$ cat src/rtl/simd_alu_issue_ctrl_if.sv
// Request / ALU / response bundle for the SIMD ALU issue front end.
// Both req_* and rsp_* are valid/ready: a beat transfers on the clock edge where valid && ready,
// and the sender holds valid and its payload stable until that edge.
interface simd_alu_issue_ctrl_if #(
    parameter int DATA_W = 256,
    parameter int OPC_W  = 5,
    parameter int TAG_W  = 4
);
    localparam int BYTES = DATA_W / 8;

    logic              req_valid;
    logic              req_ready;
    logic [DATA_W-1:0] req_a;
    logic [DATA_W-1:0] req_b;
    logic [OPC_W-1:0]  req_opcode;
    logic [TAG_W-1:0]  req_tag;

    logic [DATA_W-1:0] alu_a;
    logic [DATA_W-1:0] alu_b;
    logic [OPC_W-1:0]  alu_opcode;
    logic [DATA_W-1:0] alu_out;
    logic [BYTES-1:0]  alu_ovf;
    logic [BYTES-1:0]  alu_udf;

    logic              rsp_valid;
    logic              rsp_ready;
    logic [DATA_W-1:0] rsp_data;
    logic [BYTES-1:0]  rsp_ovf;
    logic [BYTES-1:0]  rsp_udf;
    logic [TAG_W-1:0]  rsp_tag;

    modport slave (
        input  req_valid, req_a, req_b, req_opcode, req_tag,
        output req_ready,
        output alu_a, alu_b, alu_opcode,
        input  alu_out, alu_ovf, alu_udf,
        output rsp_valid, rsp_data, rsp_ovf, rsp_udf, rsp_tag,
        input  rsp_ready
    );

    modport master (
        output req_valid, req_a, req_b, req_opcode, req_tag,
        input  req_ready,
        input  alu_a, alu_b, alu_opcode,
        output alu_out, alu_ovf, alu_udf,
        input  rsp_valid, rsp_data, rsp_ovf, rsp_udf, rsp_tag,
        output rsp_ready
    );
endinterface

$ cat src/rtl/simd_alu_issue_ctrl.sv
// Issue controller for simd_alu_top: request FIFO, one-op-at-a-time ALU drive, and a
// tagged response register with backpressure.
module simd_alu_issue_ctrl #(
    parameter int DATA_W     = 256,
    parameter int OPC_W      = 5,
    parameter int FIFO_DEPTH = 4,
    parameter int ALU_LAT    = 1,
    parameter int TAG_W      = 4,
    localparam int LVL_W     = $clog2(FIFO_DEPTH) + 1
) (
    input  logic                 clk,
    input  logic                 rst_n,
    simd_alu_issue_ctrl_if.slave bus,
    output logic [LVL_W-1:0]     fifo_level_o,
    output logic                 busy_o,
    output logic [1:0]           state_o
);
    localparam int BYTES = DATA_W / 8;
    localparam int PTR_W = $clog2(FIFO_DEPTH);
    localparam int CNT_W = (ALU_LAT > 1) ? $clog2(ALU_LAT) : 1;
    localparam logic [LVL_W-1:0] FULL_LVL  = LVL_W'(FIFO_DEPTH);
    localparam logic [CNT_W-1:0] WAIT_INIT = CNT_W'(ALU_LAT - 1);

    typedef struct packed {
        logic [DATA_W-1:0] a;
        logic [DATA_W-1:0] b;
        logic [OPC_W-1:0]  opc;
        logic [TAG_W-1:0]  tag;
    } req_t;

    typedef enum logic [1:0] {
        S_IDLE  = 2'd0,
        S_ISSUE = 2'd1,
        S_WAIT  = 2'd2,
        S_RESP  = 2'd3
    } state_e;

    req_t             mem_q [FIFO_DEPTH];
    logic [PTR_W-1:0] wr_ptr_q, wr_ptr_d;
    logic [PTR_W-1:0] rd_ptr_q, rd_ptr_d;
    logic [LVL_W-1:0] count_q, count_d;
    logic             full, empty, push, pop;
    req_t             head;

    state_e            state_q;
    logic [CNT_W-1:0]  wait_cnt_q;
    logic [TAG_W-1:0]  op_tag_q;
    logic [DATA_W-1:0] alu_a_q, alu_b_q;
    logic [OPC_W-1:0]  alu_opc_q;
    logic              rsp_valid_q;
    logic [DATA_W-1:0] rsp_data_q;
    logic [BYTES-1:0]  rsp_ovf_q, rsp_udf_q;
    logic [TAG_W-1:0]  rsp_tag_q;

    assign full  = (count_q == FULL_LVL);
    assign empty = (count_q == '0);
    assign head  = mem_q[rd_ptr_q];

    // No pass-through when full: ready depends only on the registered level.
    assign bus.req_ready = rst_n && !full;
    assign push = bus.req_valid && bus.req_ready;
    assign pop  = !empty && ((state_q == S_IDLE) || (state_q == S_RESP && bus.rsp_ready));

    always_comb begin
        wr_ptr_d = wr_ptr_q;
        rd_ptr_d = rd_ptr_q;
        count_d  = count_q;
        if (push) wr_ptr_d = wr_ptr_q + 1'b1;
        if (pop)  rd_ptr_d = rd_ptr_q + 1'b1;
        if (push && !pop)      count_d = count_q + 1'b1;
        else if (!push && pop) count_d = count_q - 1'b1;
    end

    always_ff @(posedge clk) begin
        if (push) mem_q[wr_ptr_q] <= {bus.req_a, bus.req_b, bus.req_opcode, bus.req_tag};
    end

    always_ff @(posedge clk) begin
        if (!rst_n) begin
            wr_ptr_q <= '0;
            rd_ptr_q <= '0;
            count_q  <= '0;
        end else begin
            wr_ptr_q <= wr_ptr_d;
            rd_ptr_q <= rd_ptr_d;
            count_q  <= count_d;
        end
    end

    // ALU operands change only on a pop, so they hold from ISSUE through the capture edge.
    always_ff @(posedge clk) begin
        if (!rst_n) begin
            state_q     <= S_IDLE;
            wait_cnt_q  <= '0;
            op_tag_q    <= '0;
            alu_a_q     <= '0;
            alu_b_q     <= '0;
            alu_opc_q   <= '0;
            rsp_valid_q <= 1'b0;
            rsp_data_q  <= '0;
            rsp_ovf_q   <= '0;
            rsp_udf_q   <= '0;
            rsp_tag_q   <= '0;
        end else begin
            case (state_q)
                S_IDLE: begin
                    if (pop) begin
                        alu_a_q   <= head.a;
                        alu_b_q   <= head.b;
                        alu_opc_q <= head.opc;
                        op_tag_q  <= head.tag;
                        state_q   <= S_ISSUE;
                    end
                end
                S_ISSUE: begin
                    wait_cnt_q <= WAIT_INIT;
                    state_q    <= S_WAIT;
                end
                S_WAIT: begin
                    if (wait_cnt_q == '0) begin
                        rsp_data_q  <= bus.alu_out;
                        rsp_ovf_q   <= bus.alu_ovf;
                        rsp_udf_q   <= bus.alu_udf;
                        rsp_tag_q   <= op_tag_q;
                        rsp_valid_q <= 1'b1;
                        state_q     <= S_RESP;
                    end else begin
                        wait_cnt_q <= wait_cnt_q - 1'b1;
                    end
                end
                S_RESP: begin
                    if (bus.rsp_ready) begin
                        rsp_valid_q <= 1'b0;
                        if (pop) begin
                            alu_a_q   <= head.a;
                            alu_b_q   <= head.b;
                            alu_opc_q <= head.opc;
                            op_tag_q  <= head.tag;
                            state_q   <= S_ISSUE;
                        end else begin
                            state_q <= S_IDLE;
                        end
                    end
                end
                default: state_q <= S_IDLE;
            endcase
        end
    end

    assign bus.alu_a      = alu_a_q;
    assign bus.alu_b      = alu_b_q;
    assign bus.alu_opcode = alu_opc_q;
    assign bus.rsp_valid  = rsp_valid_q;
    assign bus.rsp_data   = rsp_data_q;
    assign bus.rsp_ovf    = rsp_ovf_q;
    assign bus.rsp_udf    = rsp_udf_q;
    assign bus.rsp_tag    = rsp_tag_q;

    assign fifo_level_o = count_q;
    assign busy_o       = (state_q != S_IDLE) || !empty;
    assign state_o      = state_q;
endmodule

$ cat src/flat_wrapper.sv
// flat-port wrapper written by rule: the top's interface ports become plain ports
module simd_alu_issue_ctrl_flat 
#(
    parameter int DATA_W     = 256,
    parameter int OPC_W      = 5,
    parameter int FIFO_DEPTH = 4,
    parameter int ALU_LAT    = 1,
    parameter int TAG_W      = 4,
    localparam int LVL_W     = $clog2(FIFO_DEPTH) + 1
)
  (clk, rst_n, fifo_level_o, busy_o, state_o, bus_req_valid, bus_req_a, bus_req_b, bus_req_opcode, bus_req_tag, bus_req_ready, bus_alu_a, bus_alu_b, bus_alu_opcode, bus_alu_out, bus_alu_ovf, bus_alu_udf, bus_rsp_valid, bus_rsp_data, bus_rsp_ovf, bus_rsp_udf, bus_rsp_tag, bus_rsp_ready);
  simd_alu_issue_ctrl_if #(.DATA_W(DATA_W), .OPC_W(OPC_W), .TAG_W(TAG_W)) bus_i ();
  input  logic clk;
  input  logic rst_n;
  output logic [LVL_W-1:0] fifo_level_o;
  output logic busy_o;
  output logic [1:0] state_o;
  input wire logic [$bits(bus_i.req_valid)-1:0] bus_req_valid;
  input wire logic [$bits(bus_i.req_a)-1:0] bus_req_a;
  input wire logic [$bits(bus_i.req_b)-1:0] bus_req_b;
  input wire logic [$bits(bus_i.req_opcode)-1:0] bus_req_opcode;
  input wire logic [$bits(bus_i.req_tag)-1:0] bus_req_tag;
  output wire logic [$bits(bus_i.req_ready)-1:0] bus_req_ready;
  output wire logic [$bits(bus_i.alu_a)-1:0] bus_alu_a;
  output wire logic [$bits(bus_i.alu_b)-1:0] bus_alu_b;
  output wire logic [$bits(bus_i.alu_opcode)-1:0] bus_alu_opcode;
  input wire logic [$bits(bus_i.alu_out)-1:0] bus_alu_out;
  input wire logic [$bits(bus_i.alu_ovf)-1:0] bus_alu_ovf;
  input wire logic [$bits(bus_i.alu_udf)-1:0] bus_alu_udf;
  output wire logic [$bits(bus_i.rsp_valid)-1:0] bus_rsp_valid;
  output wire logic [$bits(bus_i.rsp_data)-1:0] bus_rsp_data;
  output wire logic [$bits(bus_i.rsp_ovf)-1:0] bus_rsp_ovf;
  output wire logic [$bits(bus_i.rsp_udf)-1:0] bus_rsp_udf;
  output wire logic [$bits(bus_i.rsp_tag)-1:0] bus_rsp_tag;
  input wire logic [$bits(bus_i.rsp_ready)-1:0] bus_rsp_ready;
  assign bus_i.req_valid = bus_req_valid;
  assign bus_i.req_a = bus_req_a;
  assign bus_i.req_b = bus_req_b;
  assign bus_i.req_opcode = bus_req_opcode;
  assign bus_i.req_tag = bus_req_tag;
  assign bus_req_ready = bus_i.req_ready;
  assign bus_alu_a = bus_i.alu_a;
  assign bus_alu_b = bus_i.alu_b;
  assign bus_alu_opcode = bus_i.alu_opcode;
  assign bus_i.alu_out = bus_alu_out;
  assign bus_i.alu_ovf = bus_alu_ovf;
  assign bus_i.alu_udf = bus_alu_udf;
  assign bus_rsp_valid = bus_i.rsp_valid;
  assign bus_rsp_data = bus_i.rsp_data;
  assign bus_rsp_ovf = bus_i.rsp_ovf;
  assign bus_rsp_udf = bus_i.rsp_udf;
  assign bus_rsp_tag = bus_i.rsp_tag;
  assign bus_i.rsp_ready = bus_rsp_ready;
  simd_alu_issue_ctrl #(.DATA_W(DATA_W), .OPC_W(OPC_W), .FIFO_DEPTH(FIFO_DEPTH), .ALU_LAT(ALU_LAT), .TAG_W(TAG_W)) u_core (.clk(clk), .rst_n(rst_n), .bus(bus_i), .fifo_level_o(fifo_level_o), .busy_o(busy_o), .state_o(state_o));
endmodule
$ cat config.mk
export PLATFORM = sky130hd
export DESIGN_NAME = simd_alu_issue_ctrl_flat
export DESIGN_NICKNAME = d
export VERILOG_FILES = /design/src/rtl/simd_alu_issue_ctrl_if.sv /design/src/rtl/simd_alu_issue_ctrl.sv /design/src/flat_wrapper.sv
export SDC_FILE = /design/constraint.sdc
export NUM_CORES = 2
export LEC_CHECK = 0
export ABC_CLOCK_PERIOD_IN_PS = 22100
export CAP_MARGIN = 10
export CORE_AREA = 2 2 658 660
export DETAILED_ROUTE_END_ITERATION = 8
export DIE_AREA = 0 0 660 662
export PLACE_DENSITY = 0.53
export SLEW_MARGIN = 10
export SYNTH_ARGS = -nofsm -noshare
export SYNTH_HDL_FRONTEND = slang
export SYNTH_SLANG_ARGS = --single-unit
$ cat constraint.sdc
create_clock -name clk -period 22.1 [get_ports clk]
set_input_delay 5.525 -clock clk [delete_from_list [all_inputs] [get_ports clk]]
set_output_delay 5.525 -clock clk [all_outputs]
set_load 0.05 [all_outputs]
==> impl_metrics.tcl <==
set metrics [dict create \
    hold_viol_final 0 \
    yosysWarnings 0 \
    max_slew_margin_pct 9.298 \
    core_um2 429700 \
    synth_top_family_by_area "multiplexers" \
    synth_area_um2 104500 \
    final_area_um2 139100 \
    holdPathEnd "u_core.bus.alu_a[192]$_SDFFE_PN0P_" \
    p_leak_uw 0.04352 \
    port_buffers 1693 \
    drive_above_1_share_pct 14.90 \
    die_height_um 662 \
    timing.rr.start "u_core.fifo_level_o[0]$_SDFFE_PN0P_" \
    endpoint_kind "output port" \
    muxShareOfSynthArea_pct 14.37 \
    insertion_delay_ps 950 \
    reg2reg_slack_ps 16470 \
    area_delta_synth_final_pct 33.16 \
    grt_pass1_vias 60110 \
    crit_arrival_ps 7140 \
    cpPeakStageDelay_ps 880 \
    synth_compound_area_share_pct 4.481 \
    ys_types 33 \
    cts_resized 0 \
    remaining_drc_errors 0 \
    synth_fp_nets 6434 \
    clock_sinks 2941 \
    dieWidth_um 660 \
    path_clk_slew_ps 60 \
    r2r-end "u_core.mem_q[3][52]$_DFFE_PP_" \
    synth_xor_area_share_pct 0.01677 \
    syn_avg_cell_area_um2 18.72 \
    hold_path_startpoint "u_core.bus.alu_a[192]$_SDFFE_PN0P_" \
    cts_buffers 330 \
    start_kind "input pin" \
    syn_inst 5579 \
    htree_levels 5 \
    antenna_found_initial 204 \
    most-common-layout-cells "edfxtp_1 (2,084), clkdlybuf4s50_1 (1,681), dfxtp_1 (855), nand2_1 (524)" \
    final_max_slew_viol_count 0 \
    clock.fmax_mhz 78.97 \
    firstDrtPassIters 5 \
    gp_congestion 0.9161 \
    via_count 58860 \
    fin_hold_ws_ps 459.5 \
    status "finished clean" \
    postRouteWirelength_um 388400 \
    wl_per_cell_um 29.03 \
    grt_max_degree 155 \
    drt_iter0_drc 3990 \
    synthAdderAreaFrac_pct 0.1270 \
    reg2reg_depth 6 \
    path_class "input pin to output port" \
    synth_seq_cells 2941 \
    hpwlAfterDp_um 272000 \
    postCtsSetupRepairBufs 0 \
    initial_core_util_pct 24.31 \
    holdPathStages 2 \
    worst_pin_slew_ps 1356 \
    placed_area_um2 127900 \
    final-setup-viol-count 0 \
    cts-root-buf "clkbuf_16" \
    layout.cells.non_filler 13380 \
    yosys.area_share.simple_pct 3.160 \
    cts_hold_buf 0 \
    seq_area_frac_synth_pct 76.33 \
    clockBufferDepth 4 \
    grt_first_pass_wirelength_um 516700 \
    power_density_nw_per_um2 134.0 \
    cp_cell_sequence "buf_8 -> inv_8 -> a21oi_1 -> clkdlybuf4s50_1" \
    fin_tns_setup_ps 0 \
    fin_crit_sh_pct 57.30 \
    crit_start "rst_n" \
    cts_tree "yes" \
    antenna_violating_nets_post_route 0 \
    die-area_um2 436900 \
    layout_commonest_cell "edfxtp_1" \
    fillers 41480 \
    vias_per_cell 4.400 \
    place_inst 12700 \
    pin_count 1694 \
    gr-usage-all-layers_pct 17.03 \
    grt-ovfl-total 0 \
    finalNetCount 8181 \
    period_needed_ps 12660 \
    required_ps 16580 \
    ir_worst_vdd_v 0.0001168 \
    crit_fanout 41 \
    rsz0062_at_grt "no" \
    maxCapViolations 0 \
    hold_class "flip-flop to flip-flop" \
    slowest_stage "clkdlybuf4s50_1" \
    finalClockSkew_ps 73.96 \
    rows 241 \
]
==> worst max path at each step <==
| stage | slack, ps | to |
|---|---|---|
| 2_1_floorplan | 3080 | u_core.mem_q[1][0]$_DFFE_PP_ |
| 3_3_place_gp | 9440 | bus_req_ready |
| 3_5_place_dp | 9440 | bus_req_ready |
| 4_1_cts | 9430 | bus_req_ready |
| 5_1_grt | 9380 | bus_req_ready |
| 6_report | 9440 | bus_req_ready |
==> layout make-up <==
| cell class | instances | area (µm²) | area share (%) |
|---|---|---|---|
| Clock inverter | 167 | 2047 | 1.472 |
| Tap cell | 5710 | 7144 | 5.136 |
| Inverter | 10 | 45.04 | 0.03238 |
| Antenna cell | 59 | 147.6 | 0.1061 |
| Multi-Input combinational cell | 2266 | 23180 | 16.66 |
| Sequential cell | 2941 | 79740 | 57.33 |
| Clock buffer | 448 | 9052 | 6.508 |
| Timing Repair Buffer | 1777 | 17740 | 12.76 |
==> per-stage QoR <==
stage                     util (%)  total power (µW)  setup WS [ps]
after floorplan                  -             10900           3080
after global placement       29.75             13230           9440
after detailed placement     29.75             13270           9441
after CTS                    32.34             18900           9427
after global routing         32.36             19310           9377
final                        32.37             18640           9436
==> logic make-up after synthesis <==
kind of cell               Yosys count
and+or+nand+nor                    867
buffers and inverters              372
adders and majority gates           10
xor gates and xnor gates             2
DFF                               2941
muxes                              848
AOI/OAI and AO/OA                  539
==> per-layer routing <==
metal | part of all wire, % | track usage, % | vias to the layer above
met4 | 5.5 | 9.120 | 60
met1 | 36 | 18.38 | 30220
li1 | - | - | 25570
met2 | 51 | 29.97 | 2183
met3 | 7.4 | 5.049 | 832
met5 | 0.10 | 0 | -
==> state kept, by name (all words and copies together) (netlist names), named ones only <==
register               flops
u_core.mem_q            2084
u_core.bus.alu_a         256
u_core.bus.alu_b         256
u_core.bus.rsp_data      256
u_core.bus.rsp_ovf        32
u_core.bus.rsp_udf        32
u_core.bus.alu_opcode      5
u_core.bus.rsp_tag         4
u_core.op_tag_q            4
u_core.fifo_level_o        3
u_core.rd_ptr_q            2
u_core.state_o             2
u_core.wr_ptr_q            2
u_core.bus.rsp_valid       1
==> critical path: cells and delay by family <==
family | cells | cell delay (ps)
AOI/OAI and AO/OA | 1 | 240
buffers and inverters | 3 | 1310
==> synth_stat cells <==
| master | n | area [µm²] |
|---|---|---|
| edfxtp_1 | 2084 | 62580 |
| dfxtp_1 | 857 | 17160 |
| nand2_1 | 524 | 1967 |
| mux4_2 | 521 | 11730 |
| o2bb2ai_1 | 521 | 4563 |
| nor2_1 | 328 | 1231 |
| mux2i_1 | 327 | 3273 |
| clkbuf_1 | 200 | 750.7 |
| buf_2 | 151 | 755.7 |
| buf_1 | 11 | 41.29 |
| inv_1 | 10 | 37.54 |
| ha_1 | 9 | 112.6 |
| a21oi_1 | 8 | 40.04 |
| and2_1 | 4 | 25.02 |
| nand2b_1 | 2 | 12.51 |
| o21ai_0 | 2 | 10.01 |
| o31ai_1 | 2 | 15.01 |
| or3_1 | 2 | 12.51 |
| xor2_1 | 2 | 17.52 |
| a211oi_1 | 1 | 7.510 |
| a211oi_2 | 1 | 12.51 |
| a21o_1 | 1 | 7.510 |
| a21oi_2 | 1 | 8.760 |
| a22oi_1 | 1 | 7.510 |
| fa_1 | 1 | 20.02 |
| nand3_1 | 1 | 5.000 |
| nor2b_1 | 1 | 6.260 |
| nor3_2 | 1 | 10.01 |
| nor3b_1 | 1 | 7.510 |
| o2111ai_1 | 1 | 8.760 |
| or2_2 | 1 | 6.260 |
| or4_1 | 1 | 7.510 |
| or4b_1 | 1 | 10.01 |
==> where the power goes <==
| group | internal (µW) | total [µW] | leakage (µW) | switching (µW) |
|---|---|---|---|---|
| sequential | 6730 | 7170 | 0.0259 | 438 |
| clock | 3230 | 5570 | 0.00541 | 2340 |
| combinational | 1920 | 5890 | 0.0122 | 3970 |
| total | 11900 | 18600 | 0.0435 | 6750 |
(Power assumes the default switching activity.)
